File: src/rtl/nc_sample_sequencer.sv
// nc_sample_sequencer: AXI4-Lite master that writes each accepted audio
// sample into the nc_test sample window at a circular index. It then reads
// the result register back and presents the low 16 bits on a valid/ready
// stream.
//
// Ports:
//   M_AXI_ACLK / M_AXI_ARESETN  clock, asynchronous active-low reset
//   SMP_IN_*                    sample input stream (16-bit signed)
//   RES_OUT_*                   filtered result stream (16-bit)
//   ERR_COUNT                   saturating count of non-OKAY B/R responses
//   M_AXI_*                     AXI4-Lite master (one transaction in flight)
module nc_sample_sequencer #(
  parameter logic [31:0] C_BASEADDR      = 32'h7a80_0000,
  parameter logic [31:0] C_SAMPLE_OFFSET = 32'h0000_0100,
  parameter logic [31:0] C_RESULT_OFFSET = 32'h0000_0000,
  parameter int unsigned C_MEM_WORDS     = 64
) (
  input  logic        M_AXI_ACLK,
  input  logic        M_AXI_ARESETN,
  input  logic [15:0] SMP_IN_DATA,
  input  logic        SMP_IN_VALID,
  output logic        SMP_IN_READY,
  output logic [15:0] RES_OUT_DATA,
  output logic        RES_OUT_VALID,
  input  logic        RES_OUT_READY,
  output logic [7:0]  ERR_COUNT,
  output logic [31:0] M_AXI_AWADDR,
  output logic        M_AXI_AWVALID,
  input  logic        M_AXI_AWREADY,
  output logic [31:0] M_AXI_WDATA,
  output logic [3:0]  M_AXI_WSTRB,
  output logic        M_AXI_WVALID,
  input  logic        M_AXI_WREADY,
  input  logic [1:0]  M_AXI_BRESP,
  input  logic        M_AXI_BVALID,
  output logic        M_AXI_BREADY,
  output logic [31:0] M_AXI_ARADDR,
  output logic        M_AXI_ARVALID,
  input  logic        M_AXI_ARREADY,
  input  logic [31:0] M_AXI_RDATA,
  input  logic [1:0]  M_AXI_RRESP,
  input  logic        M_AXI_RVALID,
  output logic        M_AXI_RREADY
);

  localparam int unsigned IDX_W       = (C_MEM_WORDS > 1) ? $clog2(C_MEM_WORDS) : 1;
  localparam logic [31:0] SAMPLE_BASE = C_BASEADDR + C_SAMPLE_OFFSET;
  localparam logic [31:0] RESULT_ADDR = C_BASEADDR + C_RESULT_OFFSET;

  typedef enum logic [2:0] {
    ST_IDLE, ST_WRITE, ST_WRESP, ST_READ, ST_RDATA, ST_OUTPUT
  } state_t;

  state_t           state;
  state_t           state_nxt;
  logic [IDX_W-1:0] idx;

  logic accept_c;
  logic aw_done_c;
  logic w_done_c;
  logic b_ok_c;
  logic b_err_c;
  logic r_ok_c;
  logic r_err_c;
  logic unused_rdata_hi;

  // SMP_IN_READY is only high in IDLE (and low in the first cycle out of reset)
  assign accept_c  = SMP_IN_READY && SMP_IN_VALID;
  // A channel is done once its VALID has dropped or it handshakes this cycle
  assign aw_done_c = !M_AXI_AWVALID || M_AXI_AWREADY;
  assign w_done_c  = !M_AXI_WVALID  || M_AXI_WREADY;
  assign b_ok_c    = (state == ST_WRESP) && M_AXI_BVALID && (M_AXI_BRESP == 2'b00);
  assign b_err_c   = (state == ST_WRESP) && M_AXI_BVALID && (M_AXI_BRESP != 2'b00);
  assign r_ok_c    = (state == ST_RDATA) && M_AXI_RVALID && (M_AXI_RRESP == 2'b00);
  assign r_err_c   = (state == ST_RDATA) && M_AXI_RVALID && (M_AXI_RRESP != 2'b00);

  assign M_AXI_WSTRB     = 4'hF;
  assign unused_rdata_hi = ^M_AXI_RDATA[31:16];

  // Next-state logic
  always_comb begin
    state_nxt = state;
    unique case (state)
      ST_IDLE:   if (accept_c) state_nxt = ST_WRITE;
      ST_WRITE:  if (aw_done_c && w_done_c) state_nxt = ST_WRESP;
      ST_WRESP:  if (M_AXI_BVALID) state_nxt = b_ok_c ? ST_READ : ST_IDLE;
      ST_READ:   if (M_AXI_ARREADY) state_nxt = ST_RDATA;
      ST_RDATA:  if (M_AXI_RVALID) state_nxt = r_ok_c ? ST_OUTPUT : ST_IDLE;
      ST_OUTPUT: if (RES_OUT_READY) state_nxt = ST_IDLE;
      default:   state_nxt = ST_IDLE;
    endcase
  end

  // State, index, error counter and registered outputs
  always_ff @(posedge M_AXI_ACLK or negedge M_AXI_ARESETN) begin
    if (!M_AXI_ARESETN) begin
      state         <= ST_IDLE;
      idx           <= '0;
      ERR_COUNT     <= 8'd0;
      SMP_IN_READY  <= 1'b0;
      RES_OUT_VALID <= 1'b0;
      RES_OUT_DATA  <= 16'd0;
      M_AXI_AWADDR  <= 32'd0;
      M_AXI_AWVALID <= 1'b0;
      M_AXI_WDATA   <= 32'd0;
      M_AXI_WVALID  <= 1'b0;
      M_AXI_BREADY  <= 1'b0;
      M_AXI_ARADDR  <= 32'd0;
      M_AXI_ARVALID <= 1'b0;
      M_AXI_RREADY  <= 1'b0;
    end else begin
      state         <= state_nxt;
      SMP_IN_READY  <= (state_nxt == ST_IDLE);
      M_AXI_BREADY  <= (state_nxt == ST_WRESP);
      M_AXI_ARVALID <= (state_nxt == ST_READ);
      M_AXI_RREADY  <= (state_nxt == ST_RDATA);
      RES_OUT_VALID <= (state_nxt == ST_OUTPUT);

      // AW and W rise together; each drops on its own handshake
      if (accept_c) begin
        M_AXI_AWVALID <= 1'b1;
        M_AXI_WVALID  <= 1'b1;
        M_AXI_AWADDR  <= SAMPLE_BASE + (32'(idx) << 2);
        M_AXI_WDATA   <= {{16{SMP_IN_DATA[15]}}, SMP_IN_DATA};
      end else begin
        if (M_AXI_AWREADY) M_AXI_AWVALID <= 1'b0;
        if (M_AXI_WREADY)  M_AXI_WVALID  <= 1'b0;
      end

      // Index only advances on a successful write; wraps as a power of two
      if (b_ok_c) begin
        idx          <= idx + IDX_W'(1);
        M_AXI_ARADDR <= RESULT_ADDR;
      end

      if (r_ok_c) RES_OUT_DATA <= M_AXI_RDATA[15:0];

      if ((b_err_c || r_err_c) && (ERR_COUNT != 8'hFF)) ERR_COUNT <= ERR_COUNT + 8'd1;
    end
  end

endmodule

File: config.mk
export PLATFORM = sky130hd
export DESIGN_NAME = nc_sample_sequencer
export DESIGN_NICKNAME = d
export VERILOG_FILES = /design/src/rtl/nc_sample_sequencer.sv
export SDC_FILE = /design/constraint.sdc
export NUM_CORES = 1
export LEC_CHECK = 0
export ABC_CLOCK_PERIOD_IN_PS = 1900
export CORE_UTILIZATION = 38
export DETAILED_ROUTE_END_ITERATION = 8
export MAX_ROUTING_LAYER = met4
export PLACE_DENSITY = 0.91
export SLEW_MARGIN = 20
export SYNTH_ARGS = -nofsm -noshare
export SYNTH_HDL_FRONTEND = slang
export SYNTH_SLANG_ARGS = --single-unit
export TNS_END_PERCENT = 100
File: constraint.sdc
create_clock -name M_AXI_ACLK -period 1.9 [get_ports M_AXI_ACLK]
set_input_delay 0.285 -clock M_AXI_ACLK [delete_from_list [all_inputs] [get_ports M_AXI_ACLK]]
set_output_delay 0.285 -clock M_AXI_ACLK [all_outputs]
set_load 0.1 [all_outputs]
==> flow_summary.ini <==
[timing]
rsz0062_at_grt = false
setup_viol = 0
tightestPinTransition_ns = 0.6296
period_needed_ns = 1.749
hold_viol_final = 0
relSlewSlack_pct = 58.03
finClkSkew_ns = 0.01473
min_period_over_period_pct = 92.08
timing.fmax_mhz = 571.6
slew_viol_final = 0

[floorplan]
rows = 33
io_pins = 192
start_util_pct = 38.92
dieArea_um2 = 8743
core_area_um2 = 8175
dieWidth_um = 93.51
die_y_um = 93.51

[drt]
drc = 0
drtIter0Drc = 68
ant_nets = 0
wire_per_inst_um = 12.97
vias_per_cell = 4.455
first_pass_iters = 4
dr_total_vias = 2156
wirelength_um = 6278

[yosys]
ys_seq_area_share_pct = 50.33
ys_seq_elements = 64
yosys.area.top_type_share_pct = 50.33
synth_common_cells = 76 x buf_4, 64 x dfrtp_1, 41 x mux2_2, 14 x nand2_1, 9 x nand2b_1
yosys_warnings = 0
async_flop_share_pct = 100.0
synth-edff-count = 0
synth_top_area_cell = dfrtp_1
synth_cells = 264
synth_ff_type = dfrtp_1
postSynthAreaPerCell_um2 = 12.05
synthTopCellsByArea = dfrtp_1 50%, buf_4 18%, mux2_2 15%
synth_cell_types = 36
synthesis.area_um2 = 3182
yosysMostFrequentCell = buf_4

[status]
outcome = finished clean

[final_layout]
final_area_um2 = 4569
fin_nets = 437
diodes = 0
area_growth_pct = 43.61
final_core_util_pct = 55.89
drive_gt1_share_pct = 41.16

[placement]
dpl_cell_area_um2 = 4363
dp_hpwl_um = 4858
gp_congestion = 0.7301
portBuffers = 126

[clocking]
cts_buffers = 9
root_buffer = clkbuf_8
cts_max_level = 3
ctsResizeCount = 0
cts_tree = yes
clock_latency_ns = 0.34
cts_num_sinks = 64
clk_pin_slew_ns = 0.07
cts_buffer_depth = 2

[min_path]
holdCritPathClass = flop to flop
hold_depth = 1

[setup_path]
arrival_ns = 1.96
worstSetupEndpointType = flop
critPathKind = flop to flop
r2r_cells = 4
cp_max_fo = 11
cp-start-kind = flop
cp.required_ns = 2.11

[flow_run]
maxCapViolCount = 0

[grt]
grt_pass1_vias = 1973
grt_first_pass_wirelength_um = 9611
grt_start_max_net_pins = 36
grt_overflow = 0
antenna_found_initial = 0
grtUsageTotal_pct = 14.92
[per-stage QoR]
stage	worst slack, ns	cells	hold WS, ns	setup TNS, ns
2_1_floorplan	-0.05150	311	-0.01059	-0.05150
3_3_place_gp	0.01587	467	0.3186	0
3_5_place_dp	-0.02517	467	0.3309	-0.03508
4_1_cts	0.1355	484	0.4784	0
5_1_grt	0.07574	484	0.5203	0
6_report	0.1505	484	0.4742	0
[registers in the layout (all words and copies together), names as in the netlist]
register,cells
idx,6
M_AXI_ARVALID,1
M_AXI_ARADDR,1
state,3
M_AXI_AWADDR,7
M_AXI_AWVALID,1
M_AXI_RREADY,1
M_AXI_BREADY,1
ERR_COUNT,8
M_AXI_WDATA,16
RES_OUT_DATA,16
SMP_IN_READY,1
M_AXI_WVALID,1
RES_OUT_VALID,1
[metal layers]
| metal | up-vias | GRT usage, % | share of wire, % |
|---|---|---|---|
| met4 | 0 | 6.410 | 1.4 |
| met1 | 1051 | 16.50 | 39 |
| met3 | 6 | 4.553 | 7.7 |
| met2 | 118 | 24.94 | 52 |
| li1 | 981 | - | - |
| met5 | - | - | 0 |
[final cells by class]
type	count	area (µm²)
Tap cell	105	131.4
Multi-Input combinational cell	164	1144
Timing Repair Buffer	134	1489
Clock buffer	9	123.9
Inverter	1	3.754
Sequential cell	64	1605
Clock inverter	7	72.57
Fill cell	703	3606
[path summary, 6_finish.rpt]
path	endpoint	start	slack [ns]
worst max-delay path	ERR_COUNT[6]	state[0]	0.15
worst max register to register	ERR_COUNT[6]	state[0]	0.15
worst min register to register	idx[5]	idx[5]	0.47
min in group asynchronous	M_AXI_AWADDR[3]	M_AXI_ARESETN	0.50
worst min-delay path	idx[5]	idx[5]	0.47
max in group asynchronous	SMP_IN_READY	M_AXI_ARESETN	1.02
[placed cells by master, fill, tap and decap left out, types with 2 or more instances in the layout]
cell type,count
dfrtp_1,61
buf_4,59
conb_1,49
clkdlybuf4s50_1,43
mux2_2,41
buf_12,30
nand2_1,14
nand2b_1,9
clkbuf_8,9
nor2_1,6
xnor2_1,5
nand4_1,4
xor2_1,4
dfrtp_2,3
nor4_1,3
nor3_1,3
or2_2,2
nor2b_1,2
o21ai_0,2
nor3b_1,2
nand3_1,2
ha_1,2
clkinv_2,2
clkinvlp_4,2
clkinv_4,2
[cell families (layout without fill, tap and decap cells)]
family / Yosys count / count (layout) / share of synthesized area, %
other cells: 2 / 49 / 0.2360
mux: 41 / 41 / 14.51
xor+xnor: 9 / 9 / 2.477
fa+ha+maj: 2 / 2 / 0.7863
simple gates: 53 / 53 / 9.241
buf+inv: 83 / 151 / 19.27
compound gates: 10 / 10 / 3.146
flops: 64 / 64 / 50.33
[worst max-delay path, stage by stage (launching register included)]
cell and delay [ns]:
dfrtp_1 0.49, nand4bb_1 0.33, a2bb2oi_4 0.25, nor3_1 0.22
mux2_2 0.35
[timing repair]
item	in CTS	in global routing
buffers inserted	0	0
hold buffers	1	0
endpoints found under the hold margin	37	0
Power is left out: the tool's default activity adds up to more than one toggle a clock period on the data nets, which glitch-free logic cannot reach.
